## src/rtl/alu_datapath.sv

```systemverilog
// ---------------------------------------------------------------------------
// alu_datapath
//
// Two-stage 8-bit ALU datapath with a registered flag file.
//
// Stage A captures the operands and the control word on every Clock edge
// where the AluClock strobe is high, and marks itself valid. Stage B turns a
// valid stage-A entry into a result and flags on the following edge. With one
// strobe per cycle, one result is produced per cycle.
//
// Ports
//   Clock         in   1  system clock, all state on the rising edge
//   Reset         in   1  synchronous, active-high reset
//   AluClock      in   1  operation strobe
//   AluActive     in   1  flag-write enable for the strobed operation
//   AC0_RHS0..3   in   1  right-hand operand mode, bits 0..3
//   AC4_LHS0..1   in   1  left-hand operand mode, bits 0..1
//   AC6_CS0..1    in   1  carry-in select, bits 0..1
//   Lhs           in   8  left operand
//   Rhs           in   8  right operand
//   AluResult     out  8  last registered result
//   FlagC/Z/S/O   out  1  carry, zero, sign, signed overflow
//   ResultValid   out  1  one-cycle pulse on each AluResult update
//
// Valid semantics: a strobe seen at edge N always produces exactly one
// ResultValid pulse after edge N+1, unless Reset is high at edge N or N+1.
// There is no back-pressure; the datapath never stalls.
// ---------------------------------------------------------------------------
module alu_datapath (
  input  logic       Clock,
  input  logic       Reset,
  input  logic       AluClock,
  input  logic       AluActive,
  input  logic       AC0_RHS0,
  input  logic       AC1_RHS1,
  input  logic       AC2_RHS2,
  input  logic       AC3_RHS3,
  input  logic       AC4_LHS0,
  input  logic       AC5_LHS1,
  input  logic       AC6_CS0,
  input  logic       AC7_CS1,
  input  logic [7:0] Lhs,
  input  logic [7:0] Rhs,
  output logic [7:0] AluResult,
  output logic       FlagC,
  output logic       FlagZ,
  output logic       FlagS,
  output logic       FlagO,
  output logic       ResultValid
);

  // Stage A registers
  logic       a_valid_q,  a_valid_d;
  logic       a_active_q, a_active_d;
  logic [7:0] a_lhs_q,    a_lhs_d;
  logic [7:0] a_rhs_q,    a_rhs_d;
  logic [3:0] a_rmode_q,  a_rmode_d;
  logic [1:0] a_lmode_q,  a_lmode_d;
  logic [1:0] a_cs_q,     a_cs_d;

  // Stage B / output registers
  logic [7:0] result_q,   result_d;
  logic       flag_c_q,   flag_c_d;
  logic       flag_z_q,   flag_z_d;
  logic       flag_s_q,   flag_s_d;
  logic       flag_o_q,   flag_o_d;
  logic       res_valid_q, res_valid_d;

  // Stage B combinational datapath
  logic [7:0] rsel;
  logic [7:0] lsel;
  logic       shift_out;
  logic       cin;
  logic [8:0] sum;
  logic       carry_out;

  // Stage A capture: operands and controls only move on a strobe, so
  // activity on those inputs between strobes is invisible downstream.
  always_comb begin
    a_valid_d  = AluClock;
    a_active_d = a_active_q;
    a_lhs_d    = a_lhs_q;
    a_rhs_d    = a_rhs_q;
    a_rmode_d  = a_rmode_q;
    a_lmode_d  = a_lmode_q;
    a_cs_d     = a_cs_q;
    if (AluClock) begin
      a_active_d = AluActive;
      a_lhs_d    = Lhs;
      a_rhs_d    = Rhs;
      a_rmode_d  = {AC3_RHS3, AC2_RHS2, AC1_RHS1, AC0_RHS0};
      a_lmode_d  = {AC5_LHS1, AC4_LHS0};
      a_cs_d     = {AC7_CS1, AC6_CS0};
    end
  end

  // Right-hand operand decode; codes 8..15 are reserved and yield zero.
  always_comb begin
    rsel = 8'h00;
    case (a_rmode_q)
      4'd0:    rsel = 8'h00;
      4'd1:    rsel = a_rhs_q;
      4'd2:    rsel = ~a_rhs_q;
      4'd3:    rsel = 8'hFF;
      4'd4:    rsel = a_lhs_q & a_rhs_q;
      4'd5:    rsel = a_lhs_q | a_rhs_q;
      4'd6:    rsel = a_lhs_q ^ a_rhs_q;
      4'd7:    rsel = ~(a_lhs_q & a_rhs_q);
      default: rsel = 8'h00;
    endcase
  end

  // Left-hand operand decode; the shift modes also produce the bit that
  // replaces the adder carry as the carry flag.
  always_comb begin
    lsel      = a_lhs_q;
    shift_out = 1'b0;
    case (a_lmode_q)
      2'd0: lsel = a_lhs_q;
      2'd1: lsel = 8'h00;
      2'd2: begin
        lsel      = {1'b0, a_lhs_q[7:1]};
        shift_out = a_lhs_q[0];
      end
      default: begin
        lsel      = {a_lhs_q[6:0], 1'b0};
        shift_out = a_lhs_q[7];
      end
    endcase
  end

  // Carry-in uses the flag register as it stands in the stage-B cycle, so
  // an operation strobed right behind a flag-writing one sees its carry.
  always_comb begin
    cin = 1'b0;
    case (a_cs_q)
      2'd0:    cin = 1'b0;
      2'd1:    cin = 1'b1;
      2'd2:    cin = flag_c_q;
      default: cin = ~flag_c_q;
    endcase
  end

  always_comb begin
    sum       = {1'b0, lsel} + {1'b0, rsel} + {8'h00, cin};
    carry_out = a_lmode_q[1] ? shift_out : sum[8];
  end

  // Stage B update: result and valid follow every stage-A entry, flags only
  // when that entry was captured with AluActive set.
  always_comb begin
    result_d    = result_q;
    flag_c_d    = flag_c_q;
    flag_z_d    = flag_z_q;
    flag_s_d    = flag_s_q;
    flag_o_d    = flag_o_q;
    res_valid_d = 1'b0;
    if (a_valid_q) begin
      result_d    = sum[7:0];
      res_valid_d = 1'b1;
      if (a_active_q) begin
        flag_c_d = carry_out;
        flag_z_d = (sum[7:0] == 8'h00);
        flag_s_d = sum[7];
        flag_o_d = (lsel[7] == rsel[7]) && (sum[7] != lsel[7]);
      end
    end
  end

  always_ff @(posedge Clock) begin
    if (Reset) begin
      a_valid_q   <= 1'b0;
      a_active_q  <= 1'b0;
      a_lhs_q     <= 8'h00;
      a_rhs_q     <= 8'h00;
      a_rmode_q   <= 4'h0;
      a_lmode_q   <= 2'd0;
      a_cs_q      <= 2'd0;
      result_q    <= 8'h00;
      flag_c_q    <= 1'b0;
      flag_z_q    <= 1'b0;
      flag_s_q    <= 1'b0;
      flag_o_q    <= 1'b0;
      res_valid_q <= 1'b0;
    end else begin
      a_valid_q   <= a_valid_d;
      a_active_q  <= a_active_d;
      a_lhs_q     <= a_lhs_d;
      a_rhs_q     <= a_rhs_d;
      a_rmode_q   <= a_rmode_d;
      a_lmode_q   <= a_lmode_d;
      a_cs_q      <= a_cs_d;
      result_q    <= result_d;
      flag_c_q    <= flag_c_d;
      flag_z_q    <= flag_z_d;
      flag_s_q    <= flag_s_d;
      flag_o_q    <= flag_o_d;
      res_valid_q <= res_valid_d;
    end
  end

  assign AluResult   = result_q;
  assign FlagC       = flag_c_q;
  assign FlagZ       = flag_z_q;
  assign FlagS       = flag_s_q;
  assign FlagO       = flag_o_q;
  assign ResultValid = res_valid_q;

endmodule
```

## config.mk

```make
export PLATFORM = sky130hd
export DESIGN_NAME = alu_datapath
export DESIGN_NICKNAME = d
export VERILOG_FILES = /design/src/rtl/alu_datapath.sv
export SDC_FILE = /design/constraint.sdc
export NUM_CORES = 1
export LEC_CHECK = 0
export CAP_MARGIN = 20
export CELL_PAD_IN_SITES_DETAIL_PLACEMENT = 1
export CELL_PAD_IN_SITES_GLOBAL_PLACEMENT = 2
export CORE_AREA = 2 2 90 92
export CTS_CLUSTER_DIAMETER = 120
export CTS_CLUSTER_SIZE = 40
export DETAILED_ROUTE_END_ITERATION = 7
export DIE_AREA = 0 0 92 94
export GPL_TIMING_DRIVEN = 1
export PLACE_DENSITY = 0.85
export SLEW_MARGIN = 20
export SYNTH_ARGS = -nofsm -noshare
export SYNTH_HDL_FRONTEND = slang
export SYNTH_SLANG_ARGS = --single-unit
```

## constraint.sdc

```tcl
create_clock -name Clock -period 5.01 [get_ports Clock]
set_clock_uncertainty 0.2 [all_clocks]
set_input_delay 0.7515 -clock Clock [delete_from_list [all_inputs] [get_ports Clock]]
set_output_delay 0.7515 -clock Clock [all_outputs]
set_load 0.02 [all_outputs]
```

### After elaboration in Yosys (flattened, before gate mapping)

Cells that the tools add are included.

* multiply operators: 0
* divide/modulo/power cells: 0
* bitwise gates (word level): 6
* add/sub/neg operators: 2
* magnitude comparators: 0
* multiplexer cells: 6
* equality and inequality tests: 13
* shifts and indexed selects: 0
* reductions and logical operators: 6

Operator list (count)
* case mux 8 bit (7 select lines): 1
* case mux 8 bit (3 select lines): 1
* equality test 4 x 3 -> 1 bit (second input constant): 4
* NOT 8 bit: 2
* adder 8 x 8 -> 9 bit: 1
* adder 9 x 1 -> 9 bit: 1
* AND 8 bit: 1
* equality test 4 x 2 -> 1 bit (second input constant): 2
* logical NOT 8 bit: 1
* OR 8 bit: 1
* XOR 8 bit: 1
* equality test 2 x 1 -> 1 bit (second input constant): 2
* equality test 2 bit (second input constant): 2
* equality test 4 x 1 -> 1 bit (second input constant): 1
* logical NOT 2 bit: 2
* case mux 1 bit (3 select lines): 1
* 2-to-1 mux 1 bit: 2
* case mux 1 bit (2 select lines): 1
* AND reduction 2 bit: 1
* OR reduction 2 bit: 1
* equality test 1 bit: 1
* logical AND 1 bit: 1
* inequality test 1 bit: 1
* NOT 1 bit: 1

* ROM bits: 0
* logic and storage cells: 46
* bits in writable memories: 0
* bits in latches: 0
* flip-flop bits (word level): 39
* memories: 0

### Longest topological paths before layout

Gate-level depths: netlist of run 1.

* word-level depth: 7
* depth in mapped cells: 14
* mapped depth without buffers: 14

### Worst setup path after synthesis of run 1

No wires, ideal clock.

* path type: register to register
* start: register a_rmode_q[2]
* end: register result_q[6] (netlist: AluResult[6])
* path slack: 1.728 ns
* library setup time: 0.067 ns
* clock period less this slack: 3.282 ns
* cell stages (with the launch flop): 14
* arrival: 3.015 ns
* path through: dfxtp_1 clkbuf_1 clkbuf_1 nor2_1 a21oi_1 nor2_1 fa_1 inv_1 fa_1 nor2b_4 o31a_1 o311a_1 or3_1 a21oi_2

* cells in the longest elaborated chain, start to end: 4
* elaborated cells on any way between the ends: 10
* classes of those cells: 2 x add/sub; 7 x eq/ne; 1 x mux

Ends and longest elaborated chain
* start, declared: RTL line 57 `logic [3:0] a_rmode_q, a_rmode_d;`
* start signal, assigned: RTL line 190 `a_rmode_q <= a_rmode_d;`
* equality test 4 x 3 -> 1 bit, or another cell as far along: RTL line 100 `case (a_rmode_q)`
* case mux 8 bit (7 select lines) (*): RTL line 100
* adder 8 x 8 -> 9 bit (*): RTL line 145 `sum = {1'b0, lsel} + {1'b0, rsel} + {8'h00, cin};`
* adder 9 x 1 -> 9 bit (*): RTL line 145
* end signal, assigned: RTL line 193 `result_q <= result_d;`
* end, declared: RTL line 62 `logic [7:0] result_q, result_d;`

Every way passes the cells marked *; elsewhere a longest branch is shown, timed or not.
A chain may end at the register's enable or synchronous reset.

### Worst setup path after layout of run 1

* start: register a_lhs_q[0]
* end: register result_q[6] (netlist: AluResult[6])

* cells in the longest elaborated chain, start to end: 5
* elaborated cells on any way between the ends: 8
* classes of those cells: 2 x add/sub; 2 x mux; 4 x bitwise

Ends and longest elaborated chain
* start, declared: RTL line 55 `logic [7:0] a_lhs_q, a_lhs_d;`
* start signal, assigned: RTL line 188 `a_lhs_q <= a_lhs_d;`
* AND 8 bit: RTL line 105, 108
* NOT 8 bit: RTL line 108 `4'd7: rsel = ~(a_lhs_q & a_rhs_q);`
* case mux 8 bit (7 select lines): RTL line 100
* adder 8 x 8 -> 9 bit (*): RTL line 145
* adder 9 x 1 -> 9 bit (*): RTL line 145

Marked as above.

==> results of run 1 <==
[final timing paths]
check / startpoint / endpoint / slack [ns] / cells past startpoint
setup / recovery: a_lhs_q[0]$_SDFFE_PP0P_ / AluResult[6]$_SDFFE_PP0P_ / 1.40 / 14
setup reg to reg: a_lhs_q[0]$_SDFFE_PP0P_ / AluResult[6]$_SDFFE_PP0P_ / 1.40 / 14
hold / removal: FlagS$_SDFFE_PP0P_ / FlagS$_SDFFE_PP0P_ / 0.28 / 2
hold reg to reg: FlagS$_SDFFE_PP0P_ / FlagS$_SDFFE_PP0P_ / 0.28 / 2
[placed cells by master, fill, tap and decap left out, drive strengths merged, types with 2 or more instances in the layout]
cell type	n
fa	2
ha	23
o211ai	2
a211oi	6
nand2b	3
nor2b	6
nand3	7
a31o	3
mux2	3
o21ai	10
buf	5
a21oi	19
nor3	2
clkdlybuf4s50	40
xor2	2
o22ai	9
a221oi	2
or3	3
a21o	2
xnor2	3
clkbuf	6
inv	20
a31oi	2
or2	3
mux2i	44
dfxtp	39
nand2	10
nor2	48
[cell families after synthesis]
group | count (synthesis) | synth area share [%]
and+or+nand+nor | 87 | 15.41
muxes | 47 | 18.25
adders and majority gates | 25 | 12.61
buffers and inverters | 39 | 6.018
xor gates and xnor gates | 5 | 1.685
DFF | 39 | 30.04
AOI/OAI and AO/OA | 64 | 15.98
[power breakdown]
group / internal (mW) / leakage (nW) / switching [mW] / total [mW]
Sequential: 0.327 / 0.320 / 0.0265 / 0.353
Combinational: 0.0922 / 0.955 / 0.0905 / 0.183
Clock: 0.0975 / 0.0412 / 0.117 / 0.214
[area by class of cell]
cell class              count  area share [%]
multi-input cells         228           52.45
flip-flops and latches     39           24.64
repair buffers             45           13.82
well taps                 102           4.028
inverters                  20           2.370
clock buffers               6           2.291
clock inverters             2          0.3949
[worst max-delay path: cells and delay by family, from the launching register on]
kind / cells / cell delay [ns]
flip-flops: 1 / 0.46
AO/OA/AOI/OAI: 6 / 1.20
buffers and inverters: 2 / 0.16
AND/OR/NAND/NOR: 3 / 0.51
adder cells (fa/ha/maj): 3 / 1.01
[metrics by stage]
stage	cell area [µm²]	util [%]	power, mW	hold WS, ns	cells
floorplan	2599	-	0.4768	0.2607	306
global placement	3083	40.53	0.5377	0.2459	434
detailed placement	3083	40.53	0.5439	0.2702	434
CTS	3168	41.64	0.7652	0.2822	442
global route	3168	41.64	0.7960	0.2977	442
finish	3168	41.64	0.7504	0.2795	442
[layer usage]
metal | share of wire, % | routed length, µm | vias up | GRT usage (%)
met5 | 0 | 0 | - | 0
met4 | 0.92 | 61 | 0 | 4.478
met3 | 1.9 | 127 | 5 | 2.247
met2 | 50 | 3327 | 21 | 30.09
met1 | 47 | 3141 | 1080 | 19.59
li1 | - | - | 1137 | -
[registers in the layout (all words and copies together), names as in the netlist]
signal	cells
a_lhs_q	8
ResultValid	1
a_lmode_q	2
FlagC	1
FlagS	1
FlagZ	1
a_valid_q	1
a_rhs_q	8
a_rmode_q	4
a_active_q	1
FlagO	1
a_cs_q	2
AluResult	8
==> impl.org, run 1 <==
** Route
- Number of DRC markers after the initial detailed-route iteration :: 40
- Via density per instance :: 5.075
- The count of nets left with antenna violations once routing finished came out at 0.
- WL per Instance :: 15.06 µm
- For this run, design rule violations remaining after detail routing come to 0.
- Vias post-DR :: 2243
- Summed over all layers, the routed wires come to 6.656 mm.
- 1st-pass router iterations :: 4

** Placement
- Worst slack at placement :: 1.420 ns
- Detailed-placement wirelength estimate :: 4.844 mm
- At the end of routability-driven placement, the weighted congestion stood at 0.7514.
- Number of port buffers :: 40

** Synth
- In this run, synthesis inferred 0 flip-flops with an integrated enable.
- Dividing the synthesized area by the synthesized cell count gives 8.493 µm².
- Synthesis warning total :: 0
- Post-synth top area cell :: sky130_fd_sc_hd__dfxtp_1
- Sorting the synthesized cells by area gives the leading types as sky130_fd_sc_hd__dfxtp_1, sky130_fd_sc_hd__mux2i_1, sky130_fd_sc_hd__ha_1.
- The number of nets handed over by synthesis was 359.
- Dominant cell by count in the synthesized netlist :: sky130_fd_sc_hd__nor2_1
- Cell count after synthesis :: 306
- Ys async rst share :: 0%
- The mapped netlist covers 0.002599 mm².
- The most used flip-flop cell after synthesis is sky130_fd_sc_hd__dfxtp_1.
- The synthesized design devotes to its leading area cell type 30.04% of total area.
- Synthesis inferred 39 register bits.
- In the synthesized netlist, the cells that appear most often are sky130_fd_sc_hd__nor2_1, sky130_fd_sc_hd__mux2i_1, sky130_fd_sc_hd__dfxtp_1.
- Sequential-to-total area share from yosys stat :: 30.04%
- In this run, distinct cell masters in the synthesized netlist total 48.

** Critical path
- The worst setup path is captured at a flop.
- Among all stages on the critical path, the largest delay is contributed by sky130_fd_sc_hd__fa_1.
- Highest net fanout along the worst path :: 6
- On the worst path, the slowest cell contributes a delay of 0.47 ns.
- CP Data Required Time :: 5.04 ns
- Cells along the critical path :: inv_1, ha_1, a211oi_1, a21oi_1, a21oi_1, nor2_1, fa_1, inv_1, fa_1, nor2b_4, o31a_1, o311a_1, or3_1, a21oi_2
- Data on the critical path arrives at its endpoint at 3.64 ns.
- Kind of critical path :: flop to flop
- The worst setup path is launched from a flop.

** Min path
- Worst min-delay path category :: flop to flop

** Clock tree
- Clock tree from TritonCTS :: yes
- Clock Pin Slew Worst Setup and Hold Paths :: 0.08 ns
- The tree is rooted in a sky130_fd_sc_hd__clkbuf_8.
- After clock tree synthesis, the flow added hold-fix buffers numbering 0.
- Post-CTS sizing :: 0
- In this run the deepest clock path goes through 2 buffers.
- Number of sinks on the clock net :: 39
- Total clock buffers created by CTS :: 5
- The later pin in the worst-skew pair is clocked with a latency of 0.29 ns.
- H-tree depth :: 2
- After clock tree synthesis, the setup repair step added 0 buffers.

** Power
- Worst-case vdd ir drop :: 0.0001053 V
- Dividing total power by cell area gives a power density of 236.9 mW/mm².
- For this design the static power due to leakage is 1.316 nW.

** STA
- In the final timing run, aggregate negative setup slack is 0 ns.
- At the pin with the least slew margin, the transition time is 0.8049 ns.
- Max Clock Freq :: 0.2772 GHz
- For the finished layout, the period the worst path requires is 3.608 ns.
- Setup repair after global routing left no endpoint under its margin.
- Once routing completed, OpenROAD measured the worst setup slack at 1.402 ns.
- Relative slew slack :: 46.27%
- Dividing the final minimum period by the clock period gives 72.01%.
- Total count of hold-check failures in the final report :: 0
- Final setup viols :: 0
- The final count of pins violating max slew came to 0.

** Floorplanning
- Chip Height :: 94 µm
- The region available for standard cell placement spans 0.007607 mm².
- The floorplan step set the die width to 92 µm.
- Pin placement for this block handled 41 I/O pins.
- Row generation in the floorplan step produced 32 rows.
- Area enclosed by the die boundary :: 0.008648 mm²
- For this configuration, the core starts out at a cell density of 34.16%.

** Final layout
- Final net count :: 392
- Cells with a size suffix above 1 make up 6.471% of the layout.
- Footprint of the flip-flops and latches :: 780.7 µm²
- Layout overhead on the synthesized area :: 21.91%
- After filler insertion, the fill cell instance count of the layout stands at 917.
- The number of antenna diodes in the final layout is 0.
- In the final layout, the multi-input gates occupy 0.001662 mm².

** Status
- Result of the run :: finished clean

** Global route
- The via count of the first global-routing pass is 2318.
- Maximum number of pins on one net before global-route repair :: 41
- The first global-routing pass estimated 11.28 mm of wire.
- For this run, the total global-route usage over all layers was measured as 16.23%.
- Global routing finished with a remaining overflow of 0.
- Number of antenna violations at the first check in global routing :: 0

** Flow run
- Max-cap violations in this run came to 0.
(Power assumes the default switching activity.)
==> run 2, diff against run 1 <==
- CORE_AREA: 2 2 90 92 -> 2 2 98 100
- DIE_AREA: 0 0 92 94 -> 0 0 100 102
- PLACE_DENSITY: 0.85 -> 0.76
- clock period: 5.01 -> 3.2 ns (I/O delays scaled with it)
==> impl.org, run 2 (synthesis gave the netlist of run 1 again) <==
** STA
- Min setup slack post-route :: -0.02709 ns (-1.429 ns)
- The final count of pins violating max slew is 0 (unchanged).
- The post-route fraction of the period consumed by the critical path is 100.8% (+29 points).
- The total negative setup slack came to -0.02709 ns (-0.02709 ns).
- The number of hold violations in the final report was 0 (unchanged).
- Final setup viols :: 1 (+1)
- Max Clock Freq :: 0.3099 GHz (+12%)
- Setup repair after global routing could not meet its margin everywhere.
- Transition time of the tightest slew-check pin :: 0.4833 ns (-0.3216 ns)
- Relative slew slack :: 67.74% (+21 points)
- Final period demand of the worst path :: 3.227 ns (-0.3807 ns)

** Route
- Vias post-DR :: 2341 (+4.4%)
- The final routed DRC violation total was 0 (unchanged).
- The wire length after detailed routing is 6.993 mm (+5.1%).
- Number of DRC markers after the initial detailed-route iteration :: 45 (+13%)
- Top layer in use :: met4
- The met3 routed wirelength was 152 µm (+20%).
- The post-detailed-route wirelength per cell is 14.57 µm (-3.3%).
- The mean number of vias per cell is 4.877 (-3.9%).
- The wire length on met2 was 3.349 mm (+0.66%).
- Met1 layer wirelength in the final routing :: 3.392 mm (+8.0%)
- The total iterations of the first detailed-routing run came to 4 (unchanged).
- The number of antenna-violating nets in the routed design is 0 (unchanged).

** Global route
- Maximum number of pins on one net before global-route repair :: 41 (unchanged)
- Number of antenna violations at the first check in global routing :: 0 (unchanged)
- Global-route wire length before repair :: 11.84 mm (+5.0%)
- Number of global-route vias before repair :: 2444 (+5.4%)
- The global route total overflow is 0 (unchanged).
- All-layer global routing usage :: 14.61% (-1.6 points)

** Placement
- Routability congestion estimate :: 0.8835 (+18%)
- Post-Place Cells :: 469 (+8.1%)
- The worst slack after detailed placement was -0.1942 ns (-1.615 ns).
- Number of port buffers :: 40 (unchanged)
- Detailed-placement wirelength estimate :: 5.327 mm (+10%)

** Min path
- In this run the worst hold path is classified as flop to flop.
- The worst hold path begins at FlagS$_SDFFE_PP0P_.

** Power
- The leakage component of the power came to 1.484 nW (+13%).
- Overall power after layout :: 1.218 mW (+62%)
- Net switching power figure :: 0.3791 mW (+62%)
- Worst-case vdd ir drop :: 0.0001648 V (+56%)
- Relative contribution of sequential cells to total power :: 44.6% (-2.5 points)
- The power share of the clock group is 27.2% (-1.4 points).
- The internal power was 0.8392 mW (+62%).
- The proportion of total power due to net switching came to 31.12% (-0.037 points).
- Pwr per Cell Area :: 348.6 mW/mm² (+47%)
- The share of power burned in combinational logic was 28.2% (+3.9 points).

** Critical path
- Worst Setup Start Kind :: flop
- STA classifies the critical path endpoint as a flop.
- The critical path starts at a_rhs_q[0]$_SDFFE_PP0P_.
- CP Data Required Time :: 3.23 ns (-1.81 ns)
- The startpoint identified for the worst register-to-register timing path is a_rhs_q[0]$_SDFFE_PP0P_.
- Highest net fanout along the worst path :: 3 (-3)
- The endpoint arrival time on the critical path came to 3.26 ns (-0.38 ns).
- Kind of critical path :: flop to flop

** Flow run
- Number of max-cap violations :: 0 (unchanged)

** Clock tree
- Clock Pin Slew Worst Setup and Hold Paths :: 0.08 ns (about the same)
- TritonCTS built the clock tree.
- Number of sinks on the clock net :: 39 (unchanged)
- H-tree depth :: 2 (unchanged)
- Clock Path Buffers :: 2 (unchanged)
- Total clock buffers created by CTS :: 5 (unchanged)
- The clock insertion delay at the later pin of the skew report was 0.29 ns (about the same).
- The cell sitting at the root of the clock tree is a sky130_fd_sc_hd__clkbuf_8.

** Final layout
- The final non-filler cell total is 480 (+8.6%).
- In the layout the commonest cells are sky130_fd_sc_hd__nor2_1, sky130_fd_sc_hd__mux2i_1, sky130_fd_sc_hd__clkdlybuf4s50_1, sky130_fd_sc_hd__dfxtp_1, sky130_fd_sc_hd__buf_4.
- The library cell used most frequently in the layout, excluding fill and tap cells, is sky130_fd_sc_hd__nor2_1.
- The antenna diode count was 0 (unchanged).
- Fin util :: 38.37% (-3.3 points)
- Count of fill cells added during filler insertion :: 1091 (+19%)
- Compared with the post-synthesis result, the final layout area differs by 34.47%.
- The layout net count came to 421 (+7.4%).
- Ratio of cells with drive above 1 in the final layout :: 20.05% (+14 points)

** Status
- Result of the run :: finished with violations
- Violations in the final reports :: setup timing

** Floorplanning
- Width of the die :: 100 µm (+8.7%)
- Cell Rows :: 35 (+9.4%)
- Initial standard-cell utilization of the core :: 28.53% (-5.6 points)
- Placeable core region :: 0.009109 mm² (+20%)
- Boundary Pins :: 41 (unchanged)
- The die outline height came to 102 µm (+8.5%).
- Area enclosed by the die boundary :: 0.01020 mm² (+18%)
-- run 2: stage by stage --
stage          hold WS (ns)  instance area [µm²]
2_1_floorplan        0.2607                 2606
3_3_place_gp         0.2555                 3296
3_5_place_dp         0.2621                 3296
4_1_cts              0.2740                 3425
5_1_grt              0.3048                 3495
6_report             0.2670                 3495
-- run 2: final timing paths --
| check | end | slack (ns) | depth (start not counted) |
|---|---|---|---|
| min reg2reg | FlagS$_SDFFE_PP0P_ | 0.27 | 2 |
| min | FlagS$_SDFFE_PP0P_ | 0.27 | 2 |
| max reg2reg | AluResult[6]$_SDFFE_PP0P_ | -0.03 | 14 |
| max | AluResult[6]$_SDFFE_PP0P_ | -0.03 | 14 |
-- run 2: area by class of cell --
| class | instances | area (µm²) | share of cell area, % |
|---|---|---|---|
| multi-input cells | 228 | 1740 | 49.80 |
| flip-flops and latches | 39 | 794.5 | 22.74 |
| repair buffers | 74 | 659.4 | 18.87 |
| well taps | 111 | 138.9 | 3.974 |
| inverters | 20 | 77.57 | 2.220 |
| clock buffers | 5 | 68.82 | 1.969 |
| clock inverters | 3 | 15.01 | 0.4296 |
-- run 2: power by group through the flow --
stage	Combinational (mW)	Clock (mW)	Sequential (mW)
after detailed placement	0.331	0	0.555
after CTS	0.340	0.357	0.544
after floorplan	0.196	0	0.551
final	0.344	0.331	0.544
after global placement	0.323	0	0.553
after global routing	0.383	0.375	0.550
-- run 2: timing repair --
item	4_1_cts	5_1_grt
pin swaps	10	8
buffers inserted	2	2
resized for setup	9	18
hold buffers	0	0
cloned	0	0
endpoints found under the setup margin	5	7
-- run 2: layer usage --
metal / vias to the layer above / track usage (%)
met4: 0 / 4.742
met1: 1118 / 18.30
met5: - / 0
li1: 1194 / -
met3: 7 / 2.326
met2: 22 / 25.78
-- run 2: critical path, stage by stage (launching register included) --
cell and delay [ns]:
sky130_fd_sc_hd__dfxtp_4 0.37, sky130_fd_sc_hd__ha_4 0.16, sky130_fd_sc_hd__nor2b_4 0.12, sky130_fd_sc_hd__a211oi_2 0.18, sky130_fd_sc_hd__a21oi_1 0.06, sky130_fd_sc_hd__a21oi_1 0.17
sky130_fd_sc_hd__nor2_2 0.07, sky130_fd_sc_hd__fa_2 0.37, sky130_fd_sc_hd__inv_2 0.06, sky130_fd_sc_hd__fa_2 0.22, sky130_fd_sc_hd__nor2b_4 0.05, sky130_fd_sc_hd__o31a_1 0.29
sky130_fd_sc_hd__o311a_1 0.33, sky130_fd_sc_hd__or3_4 0.38, sky130_fd_sc_hd__a21oi_2 0.13
==> run 3, diff against run 2 <==
- PLACE_DENSITY: 0.76 -> unset
- PLACE_DENSITY_LB_ADDON: unset -> 0.2
==> impl.org, run 3 (synthesis gave the netlist of run 1 again) <==
** Power
- Overall power after layout :: 1.246 mW (+2.3%)
- The worst supply voltage drop on vdd came to 0.0001480 V (-10%).
- Leakage Power :: 1.500 nW (+1.1%)
- Pwr per Cell Area :: 352.7 mW/mm² (+1.2%)

** Critical path
- The worst stage delay on the critical path is 0.40 ns (+0.02 ns).
- The length in cells of the worst reg-to-reg path was 14 (unchanged).
- Worst setup EP type :: flop
- The critical path in this run is classified as flop to flop.
- The maximum fanout encountered on the critical timing path is 3 (unchanged).
- Slowest stage cell on the critical path :: sky130_fd_sc_hd__fa_2
- Worst Setup Start Kind :: flop
- The endpoint arrival time on the critical path was 3.29 ns (+0.03 ns).
- The reg2reg setup slack came to -0.06 ns (-0.03 ns).
- Tracing the worst setup path back leads to its startpoint at a_rhs_q[0]$_SDFFE_PP0P_.
- CP Data Required Time :: 3.23 ns (about the same)
- Reg-to-reg startpoint :: a_rhs_q[0]$_SDFFE_PP0P_
- Cell occurring most often along the worst timing path :: sky130_fd_sc_hd__a21oi_2
- The critical path goes through ha_4, nor2b_4, a211oi_2, a21oi_2, a21oi_2, nor2_2, fa_2, inv_2, fa_2, nor2b_4, o31a_1, o311a_1, or3_4, a21oi_2.
- R2R Path End :: AluResult[6]$_SDFFE_PP0P_
- Critical Path End :: AluResult[6]$_SDFFE_PP0P_

** Final layout
- Post-route non-filler standard cell count :: 482 (+0.42%)
- The share of cells above drive strength 1 is 20.75% (+0.70 points).
- The core occupancy in the finished layout is 38.79% (+0.43 points).
- Final Cell Area :: 0.003533 mm² (+1.1%)
- In the layout the commonest cells are sky130_fd_sc_hd__nor2_1, sky130_fd_sc_hd__mux2i_1, sky130_fd_sc_hd__clkdlybuf4s50_1, sky130_fd_sc_hd__buf_4, sky130_fd_sc_hd__dfxtp_1.
- Layout overhead on the synthesized area :: 35.97%
- The layout net count is 424 (+0.71%).
- Antenna diodes :: 0 (unchanged)
- Leaving out fill and tap cells, the most frequent cell in the layout is sky130_fd_sc_hd__nor2_1.

** Clock tree
- Clock Pin Slew Worst Setup and Hold Paths :: 0.08 ns (about the same)
- Clock tree from TritonCTS :: yes
- Clock Path Buffers :: 2 (unchanged)
- H-tree depth :: 2 (unchanged)
- The number of hold buffers added after CTS was 0 (unchanged).
- Total clock buffers created by CTS :: 5 (unchanged)
- The clock insertion delay at the later pin of the skew report was 0.29 ns (about the same).
- Number of sinks on the clock net :: 39 (unchanged)
- Clock root buffer :: sky130_fd_sc_hd__clkbuf_8

** Status
- Result of the run :: finished with violations
- Violations in the final reports :: setup timing

** STA
- The worst setup margin came to -0.05875 ns (-0.03166 ns).
- Transition time of the tightest slew-check pin :: 0.4456 ns (-0.03768 ns)
- The top achievable clock speed came to 0.3069 GHz (-0.97%).
- The final setup violation count came to 2 (+1).
- The relative slew slack came to 70.29% (+2.6 points).
- Share of the clock period used by the worst path after layout :: 101.8% (+0.99 points)
- The final critical path time including I/O delays and setup was 3.259 ns (+0.03166 ns).
- The minimum hold slack is 0.2614 ns (-0.005573 ns).
- The total negative setup slack is -0.07767 ns (-0.05058 ns).
- Setup repair after global routing could not meet its margin everywhere.
- The final count of pins violating max slew came to 0 (unchanged).
- The number of hold violations in the final report came to 0 (unchanged).

** Placement
- The port buffer count came to 40 (unchanged).
- Detailed-placement wirelength estimate :: 5.342 mm (+0.27%)
- The number of cells in the design after placement is 473 (+0.85%).
- The instance area at placement is 0.003326 mm² (+0.91%).
- The final weighted congestion of routability-driven global placement was 0.8187 (-7.3%).
- Worst slack at placement :: -0.1598 ns (+0.03436 ns)

** Floorplanning
- The die outline area was 0.01020 mm² (unchanged).
- The die outline height came to 102 µm (unchanged).
- The die outline width was 100 µm (unchanged).
- Cell Rows :: 35 (unchanged)
- Placeable core region :: 0.009109 mm² (unchanged)
- Boundary Pins :: 41 (unchanged)
- The initial standard-cell utilization of the core came to 28.53% (unchanged).

** Route
- Number of routed nets with antenna violations :: 0 (unchanged)
- 1st-pass router iterations :: 4 (unchanged)
- The post-detailed-route wirelength per cell was 14.40 µm (-1.2%).
- Detailed-route DRC error count :: 0 (unchanged)
- The wire length after detailed routing is 6.941 mm (-0.74%).
- Vias post-DR :: 2339 (-0.085%)
- Via density per instance :: 4.853 (-0.50%)
- Number of DRC markers after the initial detailed-route iteration :: 23 (-49%)

** Min path
- Worst min-delay path category :: flop to flop

** Global route
- The initial antenna violation count came to 0 (unchanged).
- The global-route wire length before repair came to 11.69 mm (-1.3%).
- The overall fraction of global-route tracks in use was 14.45% (-0.16 points).
- The global route total overflow was 0 (unchanged).
- The largest net degree at the start of global routing was 41 (unchanged).
- Number of global-route vias before repair :: 2406 (-1.6%)

** Flow run
- Number of max-cap violations :: 0 (unchanged)
## run 3: changes by cell type in the layout (fill, tap and decap cells not counted), sizes merged
| cell | change |
|---|---|
| clkinv | -2 |
| clkbuf | +1 |
| buf | +3 |
## run 3: worst min path at each step
stage | end | depth (start not counted) | start | slack (ns)
after detailed placement | FlagS$_SDFFE_PP0P_ | 2 | FlagS$_SDFFE_PP0P_ | 0.26
after CTS | FlagS$_SDFFE_PP0P_ | 2 | FlagS$_SDFFE_PP0P_ | 0.27
final | FlagS$_SDFFE_PP0P_ | 2 | FlagS$_SDFFE_PP0P_ | 0.26
after floorplan | a_active_q$_SDFFE_PP0P_ | 2 | a_active_q$_SDFFE_PP0P_ | 0.26
after global placement | FlagS$_SDFFE_PP0P_ | 2 | FlagS$_SDFFE_PP0P_ | 0.25
after global routing | FlagS$_SDFFE_PP0P_ | 2 | FlagS$_SDFFE_PP0P_ | 0.29
## run 3: timing repair
item | in CTS | in global routing
setup buffers | 3 | 0
gates resized for setup | 11 | 17
endpoints found under the hold margin | 0 | 0
gates cloned | 0 | 0
pin swaps | 12 | 10
setup endpoints to repair | 5 | 8
## run 3: per-layer routing
layer | vias to the layer above | routed length [µm] | track usage [%]
li1 | 1192 | - | -
met1 | 1109 | 3481 | 19.34
met2 | 31 | 3175 | 24.01
met3 | 7 | 184 | 2.394
met4 | 0 | 99 | 4.426
met5 | - | 0 | 0
## run 3: area by class of cell
cell class | count | area, µm²
Clock buffer | 6 | 82.58
Clock inverter | 1 | 5.005
Fill cell | 1087 | 5575
Inverter | 20 | 77.57
Multi-Input combinational cell | 228 | 1752
Sequential cell | 39 | 792.0
Tap cell | 111 | 138.9
Timing Repair Buffer | 77 | 685.7
## run 3: critical path: cells and delay by family, from the launching register on
kind / cells / cell delay (ns)
buf+inv: 1 / 0.07
flops: 1 / 0.37
compound gates: 6 / 1.16
simple gates: 4 / 0.61
fa+ha+maj: 3 / 0.80
## run 3: power breakdown
group / internal, mW / switching (mW) / leakage, nW
clock: 0.169 / 0.180 / 0.0470
sequential: 0.512 / 0.0299 / 0.323
combinational: 0.186 / 0.169 / 1.13
